### config.mk
export PLATFORM = sky130hd
export DESIGN_NAME = sr_pq_param
export DESIGN_NICKNAME = d
export VERILOG_FILES = /design/src/rtl/sr_pq_param.sv
export SDC_FILE = /design/constraint.sdc
export NUM_CORES = 1
export LEC_CHECK = 0
export CORE_MARGIN = 2
export CORE_UTILIZATION = 65
export DETAILED_ROUTE_END_ITERATION = 12
export GPL_TIMING_DRIVEN = 0
export PLACE_DENSITY = 0.83
export SYNTH_ARGS = -nofsm -noshare
export SYNTH_HDL_FRONTEND = slang
export SYNTH_SLANG_ARGS = --single-unit
### constraint.sdc
create_clock -name clk -period 10.2 [get_ports clk]
set_input_delay 3.06 -clock clk [delete_from_list [all_inputs] [get_ports clk]]
set_output_delay 3.06 -clock clk [all_outputs]
set_load 0.005 [all_outputs]
### src/rtl/sr_pq_param.sv
// Parametrised systolic shift-register priority queue with stable ordering among
// equal keys, single-cycle replace, occupancy count and overflow/underflow pulses.
module sr_pq_param #(
    parameter int unsigned KW        = 4,
    parameter int unsigned VW        = 4,
    parameter int unsigned DEPTH     = 16,
    parameter bit          MIN_FIRST = 1'b1
) (
    input  logic                         clk,
    input  logic                         rst,
    input  logic                         enq,
    input  logic                         deq,
    input  logic [KW-1:0]                kvi_key,
    input  logic [VW-1:0]                kvi_val,
    output logic [KW-1:0]                kvo_key,
    output logic [VW-1:0]                kvo_val,
    output logic                         kvo_valid,
    output logic [$clog2(DEPTH+1)-1:0]   count,
    output logic                         full,
    output logic                         empty,
    output logic                         err_ovf,
    output logic                         err_udf
);

    localparam int unsigned CW = $clog2(DEPTH + 1);

    typedef struct packed {
        logic          vld;
        logic [KW-1:0] key;
        logic [VW-1:0] val;
    } cell_t;

    typedef enum logic [1:0] {
        OP_HOLD,
        OP_INS,
        OP_DEL,
        OP_REP
    } op_e;

    cell_t           cell_q [DEPTH];
    cell_t           cell_d [DEPTH];
    cell_t           pad    [DEPTH+2];
    cell_t           new_cell;
    logic [DEPTH+1:0] ge_ext;
    logic [CW-1:0]   count_q, count_d;
    logic            err_ovf_q, err_ovf_d;
    logic            err_udf_q, err_udf_d;
    op_e             op;

    // Valid cells are contiguous from cell 0, so full/empty come from the end cells.
    assign full  = cell_q[DEPTH-1].vld;
    assign empty = ~cell_q[0].vld;

    always_comb begin
        op = OP_HOLD;
        unique case ({enq, deq})
            2'b10:   op = full  ? OP_HOLD : OP_INS;
            2'b01:   op = empty ? OP_HOLD : OP_DEL;
            2'b11:   op = empty ? OP_INS  : OP_REP;
            default: op = OP_HOLD;
        endcase
    end

    // Padded neighbour views: slot 0 and slot DEPTH+1 are empty cells, and
    // ge_ext[0]=1 lets cell 0 accept the new entry during a plain insert.
    always_comb begin
        pad[0]           = '0;
        pad[DEPTH+1]     = '0;
        ge_ext           = '0;
        ge_ext[0]        = 1'b1;
        for (int unsigned i = 0; i < DEPTH; i++) begin
            pad[i+1]    = cell_q[i];
            ge_ext[i+1] = cell_q[i].vld &&
                          (MIN_FIRST ? (cell_q[i].key <= kvi_key)
                                     : (cell_q[i].key >= kvi_key));
        end
    end

    // Each cell looks only at its own compare and its two neighbours.
    always_comb begin
        new_cell = '{vld: 1'b1, key: kvi_key, val: kvi_val};
        for (int unsigned i = 0; i < DEPTH; i++) begin
            cell_d[i] = cell_q[i];
            unique case (op)
                OP_INS: begin
                    if (!ge_ext[i+1]) begin
                        cell_d[i] = ge_ext[i] ? new_cell : pad[i];
                    end
                end
                OP_DEL: cell_d[i] = pad[i+2];
                OP_REP: begin
                    if (ge_ext[i+2]) begin
                        cell_d[i] = pad[i+2];
                    end else if (i == 0 || ge_ext[i+1]) begin
                        cell_d[i] = new_cell;
                    end
                end
                default: cell_d[i] = cell_q[i];
            endcase
        end
    end

    always_comb begin
        count_d = count_q;
        unique case (op)
            OP_INS:  count_d = count_q + CW'(1);
            OP_DEL:  count_d = count_q - CW'(1);
            default: count_d = count_q;
        endcase
        err_ovf_d = enq && !deq && full;
        err_udf_d = deq && empty;
    end

    always_ff @(posedge clk) begin
        if (rst) begin
            for (int unsigned i = 0; i < DEPTH; i++) begin
                cell_q[i] <= '0;
            end
            count_q   <= '0;
            err_ovf_q <= 1'b0;
            err_udf_q <= 1'b0;
        end else begin
            for (int unsigned i = 0; i < DEPTH; i++) begin
                cell_q[i] <= cell_d[i];
            end
            count_q   <= count_d;
            err_ovf_q <= err_ovf_d;
            err_udf_q <= err_udf_d;
        end
    end

    // Invalid cells always hold zeros, so the head reads 0 when empty.
    assign kvo_key   = cell_q[0].key;
    assign kvo_val   = cell_q[0].val;
    assign kvo_valid = cell_q[0].vld;
    assign count     = count_q;
    assign err_ovf   = err_ovf_q;
    assign err_udf   = err_udf_q;

endmodule

# == Word level (Yosys, flattened, before mapping) ==
# Memories as Yosys holds them, arrays and structs flattened.
# Index checks and enable logic that the tools add are counted.
# totals
mem_bits_rw,144
latchBits,0
romBits,0
elab_cells,139
memories,1
reg_bits,7
output_inout_bits,18
input_bits,12
# memory_table
name,words,width,rd,rd_ports_with_merged_regs,wr,line_no,source
cell_q,16,9,16,0,16,40,cell_t cell_q [DEPTH];
# op_classes
shifts,0
multipliers,0
n_addsub,2
n_reduce_logical,21
bitwise_logic,17
div,0
muxes,73
n_eq_ne,6
n_lt_le_gt_ge,16
# op_table
cell,count
$mux W9,49
$pmux W9 S3,16
$le A4 B4 Y1,16
$logic_and A1 B1 Y1,19
$or A1 B1 Y1,16
$pmux W5 S2,1
$eq A2 B2 Y1 const B,4
$pmux W2 S3,1
$add A5 B1 Y5 const B,1
$sub A5 B1 Y5 const B,1
$eq A2 B1 Y1 const B,2
$mux W1,4
$mux W2,2
$reduce_bool A2 Y1,1
$logic_not A1 Y1,1
$not A1 Y1,1

# == Depth between registers and ports, before layout ==
# Gate-level depths: netlist (run 1).
# An unclocked memory read counts as a cell.
# logic_depth
word_depth,7
depth_mapped,11
depth_no_buf,10

# == Worst setup path before layout (run 1) ==
# No wires, ideal clock.
# synth_timing
kind,input to register
startpoint,in kvi_key[1]
endpoint,mem cell_q[1][64] (netlist bit)
t_arrival_ns,5.160
setup_slack_ns,4.893
setup_ns,0.147
stages,8
required_time_ns,10.053
cell_sequence,inv_1 ha_1 nor2b_1 o211a_1 o21ai_4 mux2_2 o311ai_0 a221oi_2
# synth_lines
element,line_no,source
"start, declared",13,"input logic [KW-1:0] kvi_key,"
"end, declared",40,

==> impl_metrics.py, run 1 <==
metrics = {
    "drt": {
        "drc": 0,
        "dr_total_vias": 13178,
        "ant_nets": 0,
        "drt_iter0_drc": 2084,
        "drt_wl_total_um": 44600,
        "routed_via_density": 7.60,
        "wl_per_cell_um": 25.7,
        "dr.pass1.iters": 8,
    },
    "timing": {
        "post-route-period-util_pct": 66.4,
        "slew_headroom_pct": 3.74,
        "fmax_ghz": 0.148,
        "rsz0062_at_grt": "no",
        "min_cycle_time_layout_ns": 6.78,
        "tns_ns": 0,
        "finClkSkew_ns": 0.00971,
        "finalMaxSlewViolations": 0,
        "hold_viol_final": 0,
        "setup-violations-final": 0,
        "timing_worst_slew_pin_value_ns": 1.44,
    },
    "worst_setup_path": {
        "worst_ep_required_time_ns": 10.54,
        "regToRegStartpoint": "cell_q[1][71]",
        "cp-end-kind": "flip-flop",
        "r2r_setup_slack_ns": 6.79,
        "cpLargestDelayFamily": "buffers and inverters",
        "criticalPathCategory": "input pin to flip-flop",
        "worstPathArrival_ns": 7.12,
        "worst_path_largest_cell_delay_ns": 0.95,
        "critPathSlowestCell": "clkdlybuf4s50_1",
        "end_point_of_the_critical_path": "cell_q[0][20]",
        "rr_worst_depth": 8,
        "critical_path_cell_count": 11,
        "worst-path-buf-inv": 4,
        "start_kind": "input pin",
        "r2r_end": "cell_q[0][12]",
        "setup.worst_path.start": "kvi_key[1]",
        "worstPathCellList": "clkdlybuf4s50_1 -> inv_1 -> ha_1 -> nor2b_1 -> o211ai_1 -> a31o_2 -> buf_4 -> buf_2 -> mux2i_1 -> o21ai_0 -> o221a_2",
        "path_max_fanout": 18,
    },
    "global_route": {
        "grt_usage_pct": 44.8,
        "global_route_congestion_overflow_total": 0,
        "grt_max_degree": 23,
        "gr-usage-met3_pct": 12.9,
        "antenna_found_initial": 0,
        "busiest_layer": "met2",
        "grt_pass1_vias": 12488,
        "groute.layer.met2.usage_pct": 65.7,
        "wire_length_of_the_first_global_routing_pass_um": 68900,
        "met1_usage_pct": 57.4,
    },
    "logic_synthesis": {
        "synthFlopType": "dfxtp_1",
        "synth_top_family_by_area": "compound AO/OA/AOI/OAI gates",
        "synth_area_leader_cell": "dfxtp_1",
        "yosys-mux-area-fraction_pct": 9.77,
        "synthAdderAreaFrac_pct": 7.69,
        "netlist_instances": 1444,
        "synth_xor_xnor_area_share_pct": 0.297,
        "yosysSeqAreaShare_pct": 25.6,
        "synth-simple-area-share_pct": 9.74,
        "postSynthNetCount": 1528,
        "post-synth-top-area-fraction_pct": 25.6,
        "synth.yosys.warnings": 0,
        "synth_area_in_compound_gates_pct": 40.4,
        "netlist_area_mm2": 0.0118,
        "synth_area_per_cell_um2": 8.18,
        "async_reset_ff_share_pct": 0,
        "ys_seq_elements": 151,
        "yosysUniqueCellTypes": 78,
        "post_synth_main_area_contributors": "dfxtp_1, o21ai_0, ha_1",
        "synth-edff-count": 0,
    },
    "placed_design": {
        "place.gp.congestion": 0.988,
        "dp_hpwl_um": 30000,
        "dp.cells": 1702,
        "io_buffer_count": 29,
    },
    "clock_tree": {
        "clock_insertion_delay_at_the_later_pin_of_the_skew_report_ns": 0.45,
        "cts-root-buf": "clkbuf_16",
        "clock_path_buffers": 2,
        "cts_resized": 0,
        "num_clock_sinks": 151,
        "ctsHtreeMaxLevel": 4,
        "numCtsBuffers": 17,
        "cts.hold.buffers_added": 0,
        "post-cts-setup-buffers": 0,
        "clk_transition_reported_paths_ns": 0.07,
        "cts_tree": "built",
    },
    "pwr": {
        "power.density_mw_per_mm2": 148,
        "total_leakage_power_uw": 0.00524,
        "worst_ir_drop_vdd_mv": 0.151,
    },
    "finish": {
        "final_layout_size_suffix_gt1_share_pct": 12.2,
        "final_net_count": 1576,
        "layout-area-overhead-vs-synth_pct": 10.2,
        "stdcell_count": 1735,
        "final.fill_count": 1432,
    },
    "die": {
        "die_area_mm2": 0.0193,
        "floorplan.core_area_mm2": 0.0179,
        "start_util_pct": 66.0,
        "die-height_um": 139,
        "floorplan.io_pins": 30,
        "fp.dieW_um": 139,
        "rows": 49,
    },
    "outcome": {
        "result_of_the_run": "finished, final reports clean",
    },
    "hold_path": {
        "hold_class": "flip-flop to flip-flop",
    },
    "run": {
        "max-cap-violations": 0,
    },
}
==> worst min-delay path by stage <==
stage          startpoint       end  slack, ns  cells after the start
5_1_grt          count[4]  count[4]       0.55                      2
4_1_cts          count[4]  count[4]       0.49                      2
3_5_place_dp     count[4]  count[4]       0.48                      2
6_report         count[4]  count[4]       0.49                      2
2_1_floorplan    count[4]  count[4]       0.47                      2
3_3_place_gp     count[4]  count[4]       0.47                      2
==> worst reg2reg max path: cells and delay by family (launching register included) <==
kind                       cells  cell delay, ns
DFF                            1            0.45
AOI/OAI and AO/OA              2            0.55
buffers and inverters          3            1.74
and+or+nand+nor                2            0.24
adders and majority gates      1            0.34
==> report_power, final <==
group          internal, µW  switching [µW]  total, µW
clock network           412             298        710
registers               646            69.6        716
logic                   196             303        499
total                  1250             670       1920
==> registers in the layout, indices dropped and copies added, names as in the netlist <==
name     cells
cell_q     144
count        5
err_ovf      1
err_udf      1
==> placed cells by master, fill, tap and decap left out, types with 31 or more instances in the layout <==
cell      count
o21ai_0     192
nor2_1       69
inv_1        47
a21oi_1     170
a21o_1       42
mux2i_1      77
o221a_2      45
dfxtp_1     151
ha_1         71
a221oi_1     31
mux2_2       34
nand2_1      46
clkbuf_1     76
==> cell type report <==
type                    instances  area (µm²)  area share, %
flip-flops and latches        151        3020           23.2
plain buffers                 128         578           4.44
inverters                      49         184           1.41
diodes                          1        2.50         0.0192
well taps                     229         287           2.20
clock inverters                14         198           1.52
repair buffers                 29         290           2.23
multi-input cells            1116        8020           61.6
clock buffers                  18         429           3.30
==> synth_stat cells, drive strengths merged (4+ instances only) <==
cell type / n
o221a: 45
o211ai: 23
clkbuf: 76
a211o: 11
nand2: 46
a2111oi: 8
ha: 71
o311a: 8
mux2: 34
o21ai: 201
a21oi: 172
nor3: 15
a311oi: 9
or2: 7
o21a: 6
and3: 7
or3: 8
buf: 52
nor2: 70
o211a: 5
dfxtp: 151
and4: 7
inv: 48
a2bb2oi: 4
a31o: 5
nand3b: 4
o21bai: 13
nand4: 7
mux2i: 77
nor2b: 14
a21o: 42
a31oi: 30
o221ai: 23
a221oi: 39
nand2b: 18
a211oi: 17
a22oi: 11
a2111o: 4
o311ai: 7
and2: 7
nand3: 17
==> through the flow <==
step	total power (µW)	hold WS [ns]	setup WS (ns)	util, %	area [µm²]
after global placement	1180	0.469	3.36	69.2	12400
final	1920	0.487	3.42	72.7	13000
after detailed placement	1190	0.482	3.36	69.2	12400
after global routing	1970	0.551	3.51	72.7	13000
after floorplan	1030	0.475	4.89	-	11800
after CTS	1880	0.491	3.70	72.7	13000
==> metal layers <==
layer	part of all wire [%]	routed length, µm
met4	7.2	3200
met5	0.22	96
met1	37	16600
met3	14	6340
met2	41	18400
==> cells by family (layout without fill, tap and decap cells) <==
kind of cell	count (synthesis)	count (layout)
xor+xnor	4	4
compound gates	699	699
simple gates	230	230
other cells	0	1
buf+inv	177	238
fa+ha+maj	72	72
mux	111	111
flops	151	151
(Power assumes the default switching activity.)
==> run 2: changes to the inputs <==
--- a/config.mk
+++ b/config.mk
@@ -6,10 +6,10 @@
 export NUM_CORES = 1
 export LEC_CHECK = 0
 export CORE_MARGIN = 2
-export CORE_UTILIZATION = 65
+export CORE_UTILIZATION = 58
 export DETAILED_ROUTE_END_ITERATION = 12
 export GPL_TIMING_DRIVEN = 0
-export PLACE_DENSITY = 0.83
+export PLACE_DENSITY = 0.78
 export SYNTH_ARGS = -nofsm -noshare
 export SYNTH_HDL_FRONTEND = slang
 export SYNTH_SLANG_ARGS = --single-unit
==> constraint.sdc (replaced) <==
create_clock -name clk -period 5.9 [get_ports clk]
set_input_delay 1.77 -clock clk [delete_from_list [all_inputs] [get_ports clk]]
set_output_delay 1.77 -clock clk [all_outputs]
set_load 0.005 [all_outputs]
==> impl_metrics.py, run 2 (synthesized netlist as in run 1, its figures left out) <==
metrics = {
    "outcome": {
        "result_of_the_run": "complete, but fails checks",
        "failing_checks": "max-capacitance violations, max-slew violations",
    },
    "worst_setup_path": {
        "worst_ep_required_time_ns": 6.21,
        "worstPathArrival_ns": 5.70,
        "setup.worst_path.start": "kvi_key[1]",
        "regToRegStartpoint": "cell_q[1][71]",
        "cp-end-kind": "flip-flop",
        "criticalPathCategory": "input pin to flip-flop",
        "start_kind": "input pin",
        "path_max_fanout": 18,
    },
    "die": {
        "floorplan.io_pins": 30,
        "rows": 52,
        "start_util_pct": 58.7,
        "die_area_mm2": 0.0215,
        "floorplan.core_area_mm2": 0.0201,
        "fp.dieW_um": 147,
        "die-height_um": 147,
    },
    "pwr": {
        "total_leakage_power_uw": 0.00522,
        "worst_ir_drop_vdd_mv": 0.212,
        "power.density_mw_per_mm2": 245,
        "fin_total_pwr_uw": 3190,
    },
    "finish": {
        "multi_input_area_mm2": 0.00802,
        "mostFrequentLayoutCells": "o21ai_0, a21oi_1, dfxtp_1",
        "regMostFlops": "cell_q",
        "mostFrequentLayoutCell": "o21ai_0",
        "area.sequential_mm2": 0.00302,
        "final_layout_size_suffix_gt1_share_pct": 12.2,
        "n_antenna_cell": 0,
        "final_net_count": 1576,
        "largest_register_ff_count": 144,
        "layout-area-overhead-vs-synth_pct": 10.2,
        "final.fill_count": 1734,
    },
    "drt": {
        "routed_via_density": 7.28,
        "drt_wl_total_um": 43400,
        "dr.pass1.iters": 7,
        "drt_iter0_drc": 1815,
        "drc": 0,
        "ant_nets": 0,
        "dr_total_vias": 12910,
        "wl_per_cell_um": 24.5,
    },
    "clock_tree": {
        "cts-root-buf": "clkbuf_16",
        "cts_resized": 0,
        "clk_transition_reported_paths_ns": 0.07,
        "post-cts-setup-buffers": 0,
        "cts.hold.buffers_added": 0,
        "ctsHtreeMaxLevel": 4,
        "numCtsBuffers": 17,
        "num_clock_sinks": 151,
        "clock_insertion_delay_at_the_later_pin_of_the_skew_report_ns": 0.45,
        "cts_tree": "built",
        "clock_path_buffers": 2,
    },
    "timing": {
        "tns_ns": 0,
        "timing_worst_slew_pin_value_ns": 1.50,
        "post-route-period-util_pct": 91.3,
        "finClkSkew_ns": 0.00916,
        "slew_headroom_pct": -0.185,
        "setup-violations-final": 0,
        "rsz0062_at_grt": "no",
        "hold_viol_final": 0,
        "fmax_ghz": 0.186,
        "tightest_hold_margin_ns": 0.488,
        "finalMaxSlewViolations": 1,
        "min_cycle_time_layout_ns": 5.39,
    },
    "placed_design": {
        "place.gp.congestion": 0.959,
        "io_buffer_count": 29,
        "dp_hpwl_um": 30500,
    },
    "hold_path": {
        "hold_path.startpoint": "count[4]",
        "hold_class": "flip-flop to flip-flop",
    },
    "global_route": {
        "grt_max_degree": 23,
        "wire_length_of_the_first_global_routing_pass_um": 67600,
        "global_route_congestion_overflow_total": 0,
        "antenna_found_initial": 1,
        "grt_pass1_vias": 12395,
        "grt_usage_pct": 39.8,
    },
    "run": {
        "max-cap-violations": 1,
    },
}
==> run 2: changes by cell type in the layout (fill, tap and decap cells not counted) <==
cell        before  now
clkinv_2         1    5
inv_6            4    0
clkbuf_8         0    1
clkinv_4         0    2
clkbuf_1        76   75
clkinvlp_4       5    4
diode_2          1    0
bufinv_16        4    2
==> run 2: cell type report <==
type	count	share of cell area (%)
Buffer	128	4.44
Clock buffer	18	3.38
Clock inverter	13	1.02
Inverter	49	1.41
Multi-Input combinational cell	1116	61.7
Sequential cell	151	23.2
Tap cell	270	2.60
Timing Repair Buffer	29	2.23
==> run 2: worst paths after layout <==
path | endpoint | slack (ns) | cells after the start
hold reg to reg | count[4] | 0.49 | 2
hold / removal | count[4] | 0.49 | 2
setup / recovery | cell_q[1][54] | 0.51 | 10
setup reg to reg | cell_q[1][26] | 2.37 | 9
==> run 2: critical path, stage by stage <==
cell and delay [ns]:
clkdlybuf4s50_1 0.75, inv_1 0.99, ha_1 0.39, nor2b_1 0.14, o211a_1 0.26, o21ai_4 0.33, clkbuf_1 0.46, nor2_1 0.17
o221ai_1 0.29, o211ai_1 0.14
==> run 2: per-stage QoR <==
stage / util (%) / std cells / worst slack [ns] / cell area [µm²]
CTS: 64.7 / 1774 / 0.681 / 13000
global route: 64.7 / 1774 / 0.378 / 13000
detailed placement: 61.9 / 1743 / 0.249 / 12400
global placement: 61.9 / 1743 / 0.347 / 12400
finish: 64.7 / 1774 / 0.511 / 13000
floorplan: - / 1444 / 1.88 / 11800
==> run 2: routing by layer <==
metal / vias up / part of all wire (%) / wire, µm / global-route usage (%)
met2: 885 / 42 / 18100 / 59.8
met4: 4 / 6.2 / 2680 / 23.4
li1: 5705 / - / - / -
met1: 6059 / 39 / 17000 / 51.4
met5: - / 0.083 / 36 / 0
met3: 257 / 13 / 5550 / 10.6
==> run 2: power by group <==
group	switching [µW]	internal, µW	total, µW
registers	118	1120	1240
logic	508	337	845
clock network	481	628	1110
total	1110	2080	3190
